$ cat config.mk
export PLATFORM = sky130hd
export DESIGN_NAME = input_mem_ctrl
export DESIGN_NICKNAME = d
export VERILOG_FILES = /design/src/rtl/rotate_pkg.sv /design/src/rtl/imem_rd_seq.sv /design/src/rtl/input_mem_ctrl.sv
export SDC_FILE = /design/constraint.sdc
export NUM_CORES = 1
export LEC_CHECK = 0
export ABC_AREA = 1
export ABC_CLOCK_PERIOD_IN_PS = 3380
export CAP_MARGIN = 20
export CORE_ASPECT_RATIO = 0.5
export CORE_MARGIN = 2
export CORE_UTILIZATION = 42
export DETAILED_ROUTE_END_ITERATION = 8
export PLACE_DENSITY = 0.82
export SLEW_MARGIN = 10
export SYNTH_ARGS = -nofsm -noshare
export SYNTH_HDL_FRONTEND = slang
export SYNTH_SLANG_ARGS = --single-unit
$ cat constraint.sdc
create_clock -name I_ICTL_HCLK -period 3.38 [get_ports I_ICTL_HCLK]
set_input_delay 0.507 -clock I_ICTL_HCLK [delete_from_list [all_inputs] [get_ports I_ICTL_HCLK]]
set_output_delay 0.507 -clock I_ICTL_HCLK [all_outputs]
set_load 0.1 [all_outputs]
$ cat src/rtl/rotate_pkg.sv
// rotate_pkg -- shared constants for the input buffer controller.
//   State encoding, default fill/drain sizes, the parked write address and
//   a helper that maps a pixel index and colour lane to a buffer byte address.
package rotate_pkg;

  localparam int WORDS_DEF  = 48;
  localparam int PIXELS_DEF = 64;
  localparam int CNT_W      = 6;

  localparam logic [7:0] ADDR_PARK = 8'd255;

  localparam logic [1:0] ST_IDLE  = 2'd0;
  localparam logic [1:0] ST_FILL  = 2'd1;
  localparam logic [1:0] ST_DRAIN = 2'd2;
  localparam logic [1:0] ST_DONE  = 2'd3;

  // Byte address of colour lane ch (0=B, 1=G, 2=R) of pixel p: 3p + ch.
  function automatic logic [7:0] pix_addr(input logic [CNT_W-1:0] p,
                                          input logic [1:0]       ch);
    logic [7:0] p8;
    p8 = {2'b00, p};
    return p8 + p8 + p8 + {6'b000000, ch};
  endfunction

endpackage

$ cat src/rtl/imem_rd_seq.sv
// imem_rd_seq -- drain-side read sequencer.
//   Walks the pixel counter while drain_i is high, producing the B/G/R read
//   addresses, the padding flag and a PIX_VALID delayed one cycle to match
//   the buffer read latency.
// Ports:
//   clk_i, rst_ni      clock, async active-low reset
//   drain_i            controller is in DRAIN
//   clear_i            abort: drop progress and suppress the pending valid
//   pix_ready_i        downstream accepts the current pixel
//   valid_pix_i        number of real pixels; the rest are padding
//   addr_b/g/r_o       buffer read addresses (0 outside DRAIN)
//   pad_o              current pixel is padding
//   pix_valid_o        read data valid (one cycle after an issue)
//   last_o             final pixel issued this cycle
// Build option: ICTL_PAD_EN enables padding; otherwise pad_o is tied low.
module imem_rd_seq
  import rotate_pkg::*;
#(
  parameter int PIXELS = PIXELS_DEF
) (
  input  logic       clk_i,
  input  logic       rst_ni,
  input  logic       drain_i,
  input  logic       clear_i,
  input  logic       pix_ready_i,
  input  logic [6:0] valid_pix_i,
  output logic [7:0] addr_b_o,
  output logic [7:0] addr_g_o,
  output logic [7:0] addr_r_o,
  output logic       pad_o,
  output logic       pix_valid_o,
  output logic       last_o
);

  logic [CNT_W-1:0] pix_q, pix_d;
  logic             pix_valid_q, pix_valid_d;
  logic             issue;

  assign issue  = drain_i & pix_ready_i;
  assign last_o = issue & (pix_q == CNT_W'(PIXELS - 1));

  // Counter is held at zero outside DRAIN so every drain starts at pixel 0.
  always_comb begin
    pix_d = '0;
    if (drain_i && !clear_i) begin
      pix_d = issue ? pix_q + 1'b1 : pix_q;
    end
  end

  assign pix_valid_d = issue & ~clear_i;

  always_ff @(posedge clk_i or negedge rst_ni) begin
    if (!rst_ni) begin
      pix_q       <= '0;
      pix_valid_q <= 1'b0;
    end else begin
      pix_q       <= pix_d;
      pix_valid_q <= pix_valid_d;
    end
  end

  assign pix_valid_o = pix_valid_q;
  assign addr_b_o    = drain_i ? pix_addr(pix_q, 2'd0) : 8'd0;
  assign addr_g_o    = drain_i ? pix_addr(pix_q, 2'd1) : 8'd0;
  assign addr_r_o    = drain_i ? pix_addr(pix_q, 2'd2) : 8'd0;

`ifdef ICTL_PAD_EN
  // 7-bit compare: VALID_PIX=0 pads everything, >=PIXELS pads nothing.
  assign pad_o = drain_i & ({1'b0, pix_q} >= valid_pix_i);
`else
  logic unused_valid_pix;
  assign unused_valid_pix = ^valid_pix_i;
  assign pad_o            = 1'b0;
`endif

endmodule

$ cat src/rtl/input_mem_ctrl.sv
// input_mem_ctrl -- fills a 192-byte pixel buffer from AHB read data, then
// drains it as BGR pixels to a downstream consumer.
//   state | meaning
//   IDLE  | waiting for START
//   FILL  | accepting WORDS words, RREADY high
//   DRAIN | issuing PIXELS pixels, advancing on PIX_READY
//   DONE  | single-cycle completion pulse
// Ports:
//   I_ICTL_HCLK, I_ICTL_HRESET_N     clock, async active-low reset
//   I_ICTL_START, I_ICTL_ABORT       begin a cycle / return to IDLE
//   I_ICTL_RVALID, O_ICTL_RREADY     AHB read handshake
//   O_ICTL_IN_ADDR0..3, O_ICTL_WRITE buffer byte write addresses / enable
//   I_ICTL_PIX_READY, I_ICTL_VALID_PIX  drain flow control / real pixel count
//   O_ICTL_OUT_ADDRB/G/R             buffer read addresses
//   O_ICTL_PAD, O_ICTL_PIX_VALID, O_ICTL_DONE, O_ICTL_BUSY  status
// Build option: ICTL_PAD_EN enables PAD generation (see imem_rd_seq).
module input_mem_ctrl
  import rotate_pkg::*;
#(
  parameter int WORDS  = WORDS_DEF,
  parameter int PIXELS = PIXELS_DEF
) (
  input  logic       I_ICTL_HCLK,
  input  logic       I_ICTL_HRESET_N,
  input  logic       I_ICTL_START,
  input  logic       I_ICTL_ABORT,
  input  logic       I_ICTL_RVALID,
  output logic       O_ICTL_RREADY,
  input  logic       I_ICTL_PIX_READY,
  input  logic [6:0] I_ICTL_VALID_PIX,
  output logic [7:0] O_ICTL_IN_ADDR0,
  output logic [7:0] O_ICTL_IN_ADDR1,
  output logic [7:0] O_ICTL_IN_ADDR2,
  output logic [7:0] O_ICTL_IN_ADDR3,
  output logic       O_ICTL_WRITE,
  output logic [7:0] O_ICTL_OUT_ADDRB,
  output logic [7:0] O_ICTL_OUT_ADDRG,
  output logic [7:0] O_ICTL_OUT_ADDRR,
  output logic       O_ICTL_PAD,
  output logic       O_ICTL_PIX_VALID,
  output logic       O_ICTL_DONE,
  output logic       O_ICTL_BUSY
);

  logic [1:0]       state_q, state_d;
  logic [CNT_W-1:0] word_q, word_d;
  logic             in_fill, in_drain, accept, last_pix;

  assign in_fill  = (state_q == ST_FILL);
  assign in_drain = (state_q == ST_DRAIN);
  assign accept   = in_fill & I_ICTL_RVALID;

  always_comb begin
    state_d = state_q;
    word_d  = word_q;
    case (state_q)
      ST_IDLE: begin
        if (I_ICTL_START) state_d = ST_FILL;
      end
      ST_FILL: begin
        if (accept) begin
          if (word_q == CNT_W'(WORDS - 1)) begin
            state_d = ST_DRAIN;
            word_d  = '0;
          end else begin
            word_d = word_q + 1'b1;
          end
        end
      end
      ST_DRAIN: begin
        if (last_pix) state_d = ST_DONE;
      end
      default: state_d = ST_IDLE;
    endcase
    // Abort wins over START and over a final word/pixel in the same cycle.
    if (I_ICTL_ABORT) begin
      state_d = ST_IDLE;
      word_d  = '0;
    end
  end

  always_ff @(posedge I_ICTL_HCLK or negedge I_ICTL_HRESET_N) begin
    if (!I_ICTL_HRESET_N) begin
      state_q <= ST_IDLE;
      word_q  <= '0;
    end else begin
      state_q <= state_d;
      word_q  <= word_d;
    end
  end

  assign O_ICTL_RREADY = in_fill;
  // Buffer only retains data while WRITE is high, so keep it up through DRAIN.
  assign O_ICTL_WRITE  = in_fill | in_drain;
  assign O_ICTL_BUSY   = in_fill | in_drain;
  assign O_ICTL_DONE   = (state_q == ST_DONE);

  assign O_ICTL_IN_ADDR0 = accept ? {word_q, 2'd0} : ADDR_PARK;
  assign O_ICTL_IN_ADDR1 = accept ? {word_q, 2'd1} : ADDR_PARK;
  assign O_ICTL_IN_ADDR2 = accept ? {word_q, 2'd2} : ADDR_PARK;
  assign O_ICTL_IN_ADDR3 = accept ? {word_q, 2'd3} : ADDR_PARK;

  imem_rd_seq #(.PIXELS(PIXELS)) u_rd_seq (
    .clk_i       (I_ICTL_HCLK),
    .rst_ni      (I_ICTL_HRESET_N),
    .drain_i     (in_drain),
    .clear_i     (I_ICTL_ABORT),
    .pix_ready_i (I_ICTL_PIX_READY),
    .valid_pix_i (I_ICTL_VALID_PIX),
    .addr_b_o    (O_ICTL_OUT_ADDRB),
    .addr_g_o    (O_ICTL_OUT_ADDRG),
    .addr_r_o    (O_ICTL_OUT_ADDRR),
    .pad_o       (O_ICTL_PAD),
    .pix_valid_o (O_ICTL_PIX_VALID),
    .last_o      (last_pix)
  );

endmodule

* Yosys cells after proc, flatten, opt, wreduce, memory -nomap -nowiden
Cells that the tools add are included.
** Operators by class
- Add/subtract/negate cells :: 6
- Eq/ne operators :: 10
- Mux-type cells :: 19
- Bitwise logic cells :: 6
- Reduce and logical (&&, ||, !) cells :: 7
** Operator list (count)
- two-way mux 8 bit :: 7
- two-way mux 6 bit :: 6
- adder 6 x 1 -> 6 bit (second input constant) :: 2
- == test 6 bit (second input constant) :: 2
- two-way mux 2 bit :: 5
- != test 3 x 2 -> 1 bit (second input constant) :: 3
- adder 8 x 1 -> 8 bit (second input constant) :: 1
- adder 8 x 2 -> 8 bit (second input constant) :: 1
- adder 8 x 6 -> 8 bit :: 1
- adder 6 x 6 -> 7 bit :: 1
- one-hot mux 2 bit (3 select lines) :: 1
- AND 1 bit :: 4
- == test 2 bit (second input constant) :: 2
- AND reduction 4 bit :: 1
- nonzero test 2 bit :: 2
- != test 3 bit (second input constant) :: 1
- == test 2 x 1 -> 1 bit (second input constant) :: 1
- zero test 2 bit :: 1
- != test 2 x 1 -> 1 bit (second input constant) :: 1
- AND reduction 2 bit :: 1
- logical AND 1 bit :: 1
- zero test 1 bit :: 1
- NOT 1 bit :: 1
- bitwise OR 1 bit :: 1
** Storage, ports and cells
- Register bits after elaboration :: 15
- Input port bits :: 13
- Output and inout port bits :: 62
- Word-level logic and storage cells :: 52

* Logic depth before layout (Yosys ltp)
- Depth after elaboration :: 6
- Mapped depth :: 12
- Mapped depth without buffers :: 12

* Cells and area by module
A second synthesis with hierarchy kept.
** Second synthesis, totals
- Cell total of the unflattened synthesis :: 259
- Area total of the unflattened synthesis :: 1756.7 µm²
** By module, submodules not included
- imem_rd_seq :: times used 1, cells each 153, area an instance 932.1 µm², sequential area each 175.2 µm²
- input_mem_ctrl :: times used 1, cells each 106, area an instance 824.5 µm², sequential area each 200.2 µm²

* Worst setup path before layout
Ideal clock, no wire load.
- Path type :: reg2out
- Start point :: register u_rd_seq.pix_q[0]
- End point :: output O_ICTL_OUT_ADDRR[5]
- Data arrival time :: 4.084 ns
- Setup slack :: -1.211 ns
- Stages on the path, launching flop included :: 10
- Cells stage by stage :: dfrtp_1 -> ha_1 -> inv_1 -> fa_1 -> nand3b_1 -> nand3_1 -> nand2_2 -> nor2_1 -> a21oi_1 -> nor2_1
** On the way
- Word-level cells in the longest chain between the ends :: 4
** Ends and longest elaborated chain
- start, declared :: RTL line imem_rd_seq.sv:35 : logic [CNT_W-1:0] pix_q, pix_d;
- start signal, assigned :: RTL line imem_rd_seq.sv:57 : pix_q <= pix_d;
- adder 6 x 6 -> 7 bit :: RTL line rotate_pkg.sv:22 : return p8 + p8 + p8 + {6'b000000, ch};
- adder 8 x 6 -> 8 bit (*) :: RTL line rotate_pkg.sv:22
- adder 8 x 2 -> 8 bit (*) :: RTL line rotate_pkg.sv:22
- two-way mux 8 bit (*) :: RTL line imem_rd_seq.sv:65 : assign addr_r_o = drain_i ? pix_addr(pix_q, 2'd2) : 8'd0;
- end, declared :: RTL line input_mem_ctrl.sv:38 : output logic [7:0] O_ICTL_OUT_ADDRR,
Every way passes the cells marked *; elsewhere a longest branch is shown, timed or not.

* Final worst setup path
- Start point :: register u_rd_seq.pix_q[0]
- End point :: output O_ICTL_OUT_ADDRR[7]
The elaborated chain is that of the path after synthesis.

==> flow_metrics.py <==
metrics = {
    "logic_synthesis": {
        "synthMuxAreaShare": 0,
        "synth_top_family_by_area": "simple AND/OR/NAND/NOR gates",
        "synth_compound_area_frac": 0.111,
        "syn_inst": 244,
        "avgSynthCellArea_sq_um": 6.57,
        "synthAdderAreaFrac": 0.114,
        "ys_seq_elements": 15,
        "synthSimpleGateAreaFrac": 0.291,
        "yosysWarnings": 0,
        "synth_area_sq_um": 1600,
        "synth_cell_type_count": 26,
        "synth-xor-area-share": 0.0219,
        "synth_seq_area_share": 0.234,
    },
    "pwr": {
        "p_total_uw": 1910,
        "powerDensity_nw_per_um2": 861,
        "ir_drop_mv": 0.338,
        "p_leak_uw": 0.00104,
    },
    "finish": {
        "nNetsFinal": 313,
        "stdcell_count": 336,
        "n_fill_cell": 312,
        "syn2layout_area_growth_pct": 38.4,
        "fin_area_sq_um": 2220,
        "finish.utilization": 0.625,
        "drive_gt1_frac": 0.312,
        "diodes": 0,
    },
    "place": {
        "numPlacedInstances": 332,
        "place_area_sq_um": 2170,
        "gp_congestion": 0.823,
        "hpwl_microns": 2950,
        "port_buffers": 62,
    },
    "setup_path": {
        "r2r-start": "state_q[0]",
        "cpMostUsedCell": "inv_1",
        "slowest_delay_ns": 0.46,
        "critPathKind": "flop to primary output",
        "critPathLaunchType": "flop",
        "worstReg2RegEnd": "state_q[1]",
        "crit_required_ns": 2.87,
        "cp-end-kind": "primary output",
        "rrSetupSlack_ns": 1.23,
        "ff2ff_path_depth": 8,
        "cp_slowest_cell": "fa_1",
        "crit_chain": "ha_1, inv_1, fa_1, inv_1, ha_1, inv_1, nor2_1, nand2_1, nor2_2, a21oi_1, nor2_2, buf_12",
        "critical_path.endpoint": "O_ICTL_OUT_ADDRR[7]",
        "path_max_fanout": 4,
        "crit_start": "u_rd_seq.pix_q[0]",
        "worst_ep_arrival_time_ns": 2.68,
    },
    "grt": {
        "grt_max_degree": 17,
        "antenna_found_initial": 0,
        "grt-ovfl-total": 0,
        "track_usage": 0.166,
        "grt_pass1_vias": 1357,
        "grt_pass1_wl_microns": 5820,
    },
    "status": {
        "status": "finished clean",
    },
    "route": {
        "routed_wl_microns": 3610,
        "ant_nets": 0,
        "first_pass_iters": 4,
        "drtIter0Drc": 37,
        "drc": 0,
        "routed-via-count": 1601,
        "vias_per_cell": 4.76,
        "routedWlPerCell_microns": 10.7,
    },
    "sta": {
        "period_minus_slack_ns": 3.18,
        "rsz0062_at_grt": "false",
        "whs_ns": 0.452,
        "finalClockSkew_ns": 0.00149,
        "hold_viol": 0,
        "tightest_slew_ns": 0.961,
        "timing.fmax_mhz": 314,
        "drv_slew": 0,
        "setup_violations": 0,
        "slew_headroom": 0.358,
        "fin_crit_sh": 0.942,
    },
    "clock_tree": {
        "cts_setup_buffers": 0,
        "cts_resized": 0,
        "cts_tree": "done",
        "cts_max_path_buffers": 2,
        "clk-insertion-delay-late_ns": 0.25,
        "cts_hold_buffers": 0,
        "cts_root_buf": "clkbuf_8",
        "htree_levels": 1,
        "numClockSinks": 15,
        "cts_buffers": 3,
        "clk_pin_slew_worst_paths_ns": 0.06,
    },
    "job": {
        "cap_viol_max_count": 0,
    },
    "floorplanning": {
        "dieArea_sq_um": 4360,
        "die_w_microns": 91.4,
        "core_sq_um": 3550,
        "start_util": 0.452,
        "rows": 15,
        "die_y_microns": 47.7,
        "io_pins": 75,
    },
    "worst_hold_path": {
        "min_path_type": "flop to flop",
    },
}
power by group:
| part | internal, uW | leakage, uW | switching, uW |
|---|---|---|---|
| Combinational | 258 | 0.000812 | 1290 |
| Clock | 81.6 | 0.0000255 | 62.0 |
| Sequential | 201 | 0.000207 | 19.7 |
| Total | 540 | 0.00104 | 1370 |
through the flow:
step / TNS [ns] / setup slack [ns]
2_1_floorplan: -0.299 / -0.299
3_5_place_dp: 0 / 0.501
3_3_place_gp: 0 / 0.541
6_report: 0 / 0.195
5_1_grt: 0 / 0.0000184
4_1_cts: 0 / 0.206
layer usage:
| metal | up-vias | GRT usage | wire length (microns) |
|---|---|---|---|
| met5 | - | 0 | 0 |
| met4 | 0 | 0.0515 | 19 |
| li1 | 826 | - | - |
| met1 | 716 | 0.210 | 1710 |
| met2 | 57 | 0.319 | 1670 |
| met3 | 2 | 0.0157 | 210 |
critical path: cells and delay by family (launching register included):
kind,cells,cell delay (ns)
fa+ha+maj,3,0.88
simple gates,4,0.62
buf+inv,4,0.43
flops,1,0.40
compound gates,1,0.10
how the worst min path moves through the flow:
stage | startpoint | endpoint | slack, ns | cells past startpoint
5_1_grt | word_q[2] | word_q[2] | 0.49 | 1
2_1_floorplan | I_ICTL_HRESET_N | state_q[0] | 0.21 | 0
4_1_cts | word_q[2] | word_q[2] | 0.46 | 1
6_report | word_q[2] | word_q[2] | 0.45 | 1
3_5_place_dp | word_q[2] | word_q[2] | 0.45 | 1
3_3_place_gp | word_q[2] | word_q[2] | 0.44 | 1
cell usage after synthesis, drive strengths merged:
cell	instances	area [sq um]
clkbuf	1	3.75
xor2	4	35.0
ha	13	163
nor3b	1	7.51
nor3	4	20.0
nand3b	1	7.51
nand3	22	110
o21ai	18	90.1
dfrtp	15	375
buf	29	215
clkinv	1	3.75
nand2	47	186
conb	2	7.51
a31oi	1	6.26
inv	36	135
fa	1	20.0
o22ai	1	6.26
nor2	30	123
nand4	2	12.5
a21oi	15	75.1
sequential cells by signal, indices dropped and copies added (netlist names):
register              flops
u_rd_seq.pix_valid_o      1
word_q                    6
u_rd_seq.pix_q            6
state_q                   2
placed cells by master (no fill, tap or decap), types with 2 or more instances in the layout:
master	synthesis	routed
ha_1	13	12
a21oi_1	15	10
clkdlybuf4s50_1	0	6
o21ai_0	16	15
nand3_1	22	22
nor3_1	4	4
nor2_2	1	6
inv_2	2	2
buf_4	28	45
nand2_1	43	36
nand4_1	2	2
nand2_2	4	11
xor2_1	4	4
conb_1	2	5
clkbuf_8	0	3
dfrtp_1	15	15
o21ai_1	2	2
nor2_1	28	23
a21oi_2	0	5
inv_1	34	34
buf_12	0	13
cells by family (layout without fill, tap and decap cells):
family	after synthesis	count (layout)
flip-flops	15	15
AND/OR/NAND/NOR	107	107
other	2	5
adder cells (fa/ha/maj)	14	14
buffers and inverters	67	105
XOR/XNOR	4	4
AO/OA/AOI/OAI	35	35
layout make-up:
cell class                      count  area [sq um]  area share
Sequential cell                    15           375       0.169
Inverter                           37           139      0.0626
Tap cell                           51          63.8      0.0288
Clock inverter                      1          5.00     0.00226
Timing Repair Buffer               64           658       0.297
Clock buffer                        3          41.3      0.0186
Multi-Input combinational cell    165           936       0.422
(Power assumes the default switching activity.)
